--- config.mk ---
export PLATFORM = sky130hd
export DESIGN_NAME = bmm_sequencer
export DESIGN_NICKNAME = d
export VERILOG_FILES = /design/src/rtl/bmm_sequencer.sv
export SDC_FILE = /design/constraint.sdc
export NUM_CORES = 1
export LEC_CHECK = 0
export BUFFER_PORTS_ARGS = -buffer_cell sky130_fd_sc_hd__clkbuf_2
export CORE_ASPECT_RATIO = 1.5
export CORE_UTILIZATION = 38
export CTS_CLUSTER_SIZE = 20
export DETAILED_ROUTE_END_ITERATION = 16
export SLEW_MARGIN = 10
export SYNTH_ARGS = -nofsm -noshare
export SYNTH_HDL_FRONTEND = slang
export SYNTH_SLANG_ARGS = --single-unit
--- constraint.sdc ---
create_clock -name clk -period 6.5 [get_ports clk]
set_clock_uncertainty 0.15 [all_clocks]
set_input_delay 1.3 -clock clk [delete_from_list [all_inputs] [get_ports clk]]
set_output_delay 1.3 -clock clk [all_outputs]
set_load 0.01 [all_outputs]
--- src/rtl/bmm_sequencer.sv ---
// Job controller for an NxN boolean OR-AND systolic array: skews operand beats in,
// flushes the pipeline, sequences the readout shift and streams the buffered result rows.
module bmm_sequencer #(
  parameter int unsigned N  = 8,
  parameter int unsigned KW = 8,
  localparam int unsigned RW = (N > 1) ? $clog2(N) : 1
) (
  input  logic          clk,
  input  logic          reset,
  input  logic          start,
  input  logic [KW-1:0] k_len,
  output logic          busy,
  output logic          done,
  input  logic          op_valid,
  output logic          op_ready,
  input  logic [N-1:0]  op_a,
  input  logic [N-1:0]  op_b,
  output logic [N-1:0]  arr_in1,
  output logic [N-1:0]  arr_in2,
  output logic          arr_readout,
  input  logic [N-1:0]  arr_out,
  output logic          res_valid,
  input  logic          res_ready,
  output logic [N-1:0]  res_data,
  output logic [RW-1:0] res_row,
  output logic          res_last
);

  localparam int unsigned CW = $clog2(2 * N);

  typedef enum logic [2:0] {
    S_IDLE,
    S_FEED,
    S_FLUSH,
    S_READ,
    S_DRAIN
  } state_t;

  state_t        state, state_n;
  logic [KW-1:0] k_q, beat_cnt;
  logic [CW-1:0] seq_cnt;
  logic          beat, hs;
  logic [N-1:0]  inj_a, inj_b;
  logic [RW-1:0] cap_row;
  logic [N-1:0]  rbuf [N];

  // Next state, beat/handshake strobes and injected lane values
  always_comb begin
    state_n = state;
    beat    = 1'b0;
    hs      = 1'b0;
    inj_a   = '0;
    inj_b   = '0;
    cap_row = RW'(N - 1) - RW'(seq_cnt >> 1);
    case (state)
      S_IDLE: begin
        if (start) state_n = (k_len == '0) ? S_FLUSH : S_FEED;
      end
      S_FEED: begin
        beat = op_valid & op_ready;
        if (beat) begin
          inj_a = op_a;
          inj_b = op_b;
          if (beat_cnt == k_q - KW'(1)) state_n = S_FLUSH;
        end
      end
      S_FLUSH: begin
        if (seq_cnt == CW'(2 * N - 2)) state_n = S_READ;
      end
      S_READ: begin
        if (seq_cnt == CW'(2 * N - 1)) state_n = S_DRAIN;
      end
      S_DRAIN: begin
        hs = res_valid & res_ready;
        if (hs && res_last) state_n = S_IDLE;
      end
      default: state_n = S_IDLE;
    endcase
  end

  always_ff @(posedge clk) begin
    if (reset) state <= S_IDLE;
    else       state <= state_n;
  end

  // Counters, row buffer and registered outputs
  always_ff @(posedge clk) begin
    if (reset) begin
      busy        <= 1'b0;
      done        <= 1'b0;
      op_ready    <= 1'b0;
      arr_readout <= 1'b0;
      res_valid   <= 1'b0;
      res_data    <= '0;
      res_row     <= '0;
      res_last    <= 1'b0;
      k_q         <= '0;
      beat_cnt    <= '0;
      seq_cnt     <= '0;
      for (int r = 0; r < N; r++) rbuf[r] <= '0;
    end else begin
      busy        <= (state_n != S_IDLE);
      op_ready    <= (state_n == S_FEED);
      arr_readout <= (state_n == S_READ);
      done        <= hs & res_last;

      if (state == S_IDLE && start) begin
        k_q      <= k_len;
        beat_cnt <= '0;
      end else if (beat) begin
        beat_cnt <= beat_cnt + KW'(1);
      end

      if (state_n != state)                      seq_cnt <= '0;
      else if (state == S_FLUSH || state == S_READ) seq_cnt <= seq_cnt + CW'(1);

      // Odd readout cycles present the next row at the bottom of the array
      if (state == S_READ && seq_cnt[0]) rbuf[cap_row] <= arr_out;

      if (state == S_READ && state_n == S_DRAIN) begin
        res_valid <= 1'b1;
        res_row   <= RW'(N - 1);
        res_data  <= rbuf[N-1];
        res_last  <= (N == 1);
      end else if (hs) begin
        if (res_last) begin
          res_valid <= 1'b0;
          res_last  <= 1'b0;
          res_data  <= '0;
          res_row   <= '0;
        end else begin
          res_row  <= res_row - RW'(1);
          res_data <= rbuf[res_row - RW'(1)];
          res_last <= (res_row == RW'(1));
        end
      end
    end
  end

  // Lane l sits behind l+1 registers so step k meets cell(i,j) after k+i+j cycles
  for (genvar l = 0; l < N; l++) begin : g_skew
    localparam int unsigned LW = l + 1;
    logic [LW-1:0] line_a, line_b;

    always_ff @(posedge clk) begin
      if (reset) begin
        line_a <= '0;
        line_b <= '0;
      end else begin
        line_a <= LW'({line_a, inj_a[l]});
        line_b <= LW'({line_b, inj_b[l]});
      end
    end

    assign arr_in2[l] = line_a[LW-1];
    assign arr_in1[l] = line_b[LW-1];
  end

endmodule

==> impl_metrics.csv <==
group,metric,value,unit
logic_synthesis,syn_avg_cell_area,11.9,um2
hold_path,hp-class,"reg2reg",
grt,antenna_found_initial,0,
floorplanning,core_region_area,17900,um2
timing,worst_pin_slew,0.838,ns
grt,grt_pass1_wl,22400,um
critical_path,crit_required,6.65,ns
clocking,hold_buffers,0,
clocking,cts_tree,"yes",
critical_path,critical_path_arrival,3.05,ns
critical_path,cpLargestDelayFamily,"adder cells",
route,drtAntennaViolNets,0,
place,postPlaceCellArea,7380,um2
timing,drv_slew,0,
critical_path,r2r-end,"res_data[0]",
logic_synthesis,synth_edf_count,64,
cells_and_area,area_delta_synth_final,14.1,%
cells_and_area,drive_above_1_share,22.5,%
critical_path,worstRegToRegCells,7,
pwr,powerDensity,283,nW/um2
critical_path,path_class,"reg2reg",
route,routed_wirelength,13900,um
route,via_per_inst,4.94,
clocking,cts_setup_buffers,0,
cells_and_area,stdcell_area,7960,um2
logic_synthesis,syn-cell-area,6980,um2
clocking,insertion_delay,0.42,ns
grt,met2_usage,29.7,%
critical_path,cpPeakStageDelay,0.75,ns
floorplanning,ios,70,
clocking,cts_sinks,176,
logic_synthesis,ys_types,49,
route,first_iter_violations,290,
grt,grt_max_degree,82,
critical_path,r2r_setup_slack,3.61,ns
place,dpl.hpwl,9920,um
logic_synthesis,syn_nets,628,
clocking,cts_inserted_buffers,17,
grt,grtUsageMet3,3.96,%
cells_and_area,fin_nets,679,
place,gp_congestion,0.842,
place,port_buffers,69,
floorplanning,die_area,18900,um2
timing,fin_crit_sh,44.5,%
clocking,cts_root_buffer,"clkbuf_16",
logic_synthesis,yosysSeqAreaShare,59.7,%
route,drt-wirelength-per-cell,16.1,um
logic_synthesis,syn_inst,585,
grt,grt_overflow_total,0,
route,dr.pass1.iters,6,
timing,hold_viol,0,
clocking,cts-resized-gates,0,
timing,setup_viol,0,
floorplanning,die_y,168,um
clocking,clk_pin_slew,0.07,ns
cells_and_area,n_antenna_cell,0,
hold_path,hold-path-endpoint,"g_skew[5].line_a[4]",
pwr,ir_worst_vdd,0.151,mV
grt,grt_pass1_vias,4343,
timing,relSlewSlack,44.0,%
logic_synthesis,yosysWarningCount,0,
job,cap_violations,0,
floorplanning,dieWidth,113,um
critical_path,cp_max_fo,21,
critical_path,crit_path_end_kind,"register",
clocking,htree_levels,4,
clocking,cts_buffer_depth,2,
critical_path,crit_chain,"buf_4 -> inv_1 -> ha_1 -> mux4_2 -> mux2_2 -> a222oi_1 -> nor2_1",
timing,setup_tns,0,ns
floorplanning,initial_utilization,38.9,%
critical_path,worstReg2RegStart,"res_row[0]",
grt,grtUsageTotal,15.7,%
route,via_count,4276,
hold_path,holdPathStages,1,
hold_path,min_from,"g_skew[5].line_a[3]",
timing,min_period,2.89,ns
pwr,leakage,3.11,nW
grt,met1_usage,16.6,%
status,status,"completed",
timing,max_freq,346,MHz
critical_path,cpMaxStageDelayCell,"ha_1",
logic_synthesis,synth-seq-cells,176,
grt,grt-busiest-layer,"met2",
floorplanning,num_rows,60,
critical_path,crit_buf_inv,2,
route,post-route-drc-count,0,
logic_synthesis,synthArstFlopShare,0,%
timing,rsz0062_at_grt,"false",
cells_and_area,postLayoutCoreUtil,44.4,%
logic_synthesis,synth_ff_type,"dfxtp_1",
critical_path,crit_path_start_kind,"register",
final cells by class:
type	count	area, um2
well taps	217	272
inverters	8	30.0
flip-flops and latches	176	4160
clock inverters	11	118
clock buffers	21	462
repair buffers	72	368
fillers	1650	9980
multi-input cells	361	2550
where the power goes:
part	leakage, nW	switching (mW)	total, mW	internal (mW)
clock network	0.285	0.427	0.988	0.561
registers	1.56	0.0139	1.17	1.16
logic	1.26	0.0557	0.0917	0.0360
total	3.11	0.496	2.25	1.76
layer usage:
layer | vias up | part of all wire, %
li1 | 2106 | -
met1 | 2050 | 39
met2 | 105 | 56
met3 | 15 | 4.0
met4 | 0 | 1.3
met5 | - | 0
synth_stat cells (all sizes together), types with 3 or more instances:
library cell | n | area share, %
a211oi | 3 | 0.32
a21oi | 16 | 1.1
a222oi | 8 | 1.1
a31oi | 3 | 0.27
and2 | 82 | 7.4
buf | 26 | 2.7
clkbuf | 14 | 0.75
dfxtp | 112 | 32
edfxtp | 64 | 28
ha | 6 | 1.1
inv | 8 | 0.43
mux2 | 9 | 1.5
mux4 | 16 | 5.2
nand2 | 28 | 1.5
nand2b | 4 | 0.36
nand3 | 6 | 0.43
nand4 | 10 | 0.90
nor2 | 41 | 2.2
nor2b | 60 | 5.4
nor3 | 11 | 0.93
nor4 | 6 | 0.97
o21ai | 3 | 0.22
or2 | 11 | 0.99
xnor2 | 10 | 1.3
xor2 | 10 | 1.3
registers in the layout, summed over array words and instances, names as in the netlist:
signal         cells
done               1
res_row            3
res_data           8
state              3
res_valid          1
k_q                8
beat_cnt           8
g_skew.line_b     36
arr_readout        1
rbuf              64
op_ready           1
res_last           1
g_skew.line_a     36
busy               1
seq_cnt            4
cells in the final DEF, fill, tap and decap left out, types with 6 or more instances in the layout:
| cell type | Yosys | layout |
|---|---|---|
| dfxtp_1 | 112 | 112 |
| and2_1 | 82 | 82 |
| clkbuf_2 | 0 | 68 |
| edfxtp_1 | 64 | 64 |
| nor2b_1 | 60 | 60 |
| nor2_1 | 40 | 40 |
| nand2_1 | 28 | 28 |
| clkbuf_16 | 0 | 18 |
| a21oi_1 | 16 | 16 |
| mux4_2 | 16 | 16 |
| or2_2 | 11 | 11 |
| xor2_1 | 10 | 10 |
| xnor2_1 | 10 | 10 |
| nand4_1 | 10 | 10 |
| mux2_2 | 9 | 9 |
| inv_1 | 8 | 8 |
| nor3_1 | 9 | 8 |
| a222oi_1 | 8 | 8 |
| nand3_1 | 6 | 6 |
| ha_1 | 6 | 6 |
worst register-to-register path: stages (launching register included):
cell      delay [ns]
dfxtp_1         0.31
buf_4           0.32
inv_1           0.09
ha_1            0.75
mux4_2          0.47
mux2_2          0.29
a222oi_1        0.32
nor2_1          0.08
through the flow:
step	setup slack, ns	cells	total power [mW]	hold slack, ns
CTS	3.59	866	2.27	0.285
global route	3.47	866	2.33	0.302
global placement	3.28	834	1.29	0.267
finish	3.61	866	2.25	0.280
floorplan	3.60	585	1.25	0.264
detailed placement	3.20	834	1.29	0.270
cells by family (layout without fill, tap and decap cells):
logic type                 count (synthesis)  in the layout  share of synthesized area [%]
and+or+nand+nor                          266            266                           21.9
AOI/OAI and AO/OA                         44             44                           4.43
muxes                                     25             25                           6.62
buffers and inverters                     48            112                           3.85
adders and majority gates                  6              6                           1.08
xor gates and xnor gates                  20             20                           2.51
DFF                                      176            176                           59.7
how the worst max path moves through the flow:
stage,depth (start not counted),end,from
after floorplan,10,res_data[3],res_row[0]
after global placement,4,rbuf[5][4],reset
after detailed placement,4,rbuf[3][4],reset
after CTS,7,res_data[0],res_row[0]
after global routing,7,res_data[0],res_row[0]
final,7,res_data[0],res_row[0]
(Power assumes the default switching activity.)
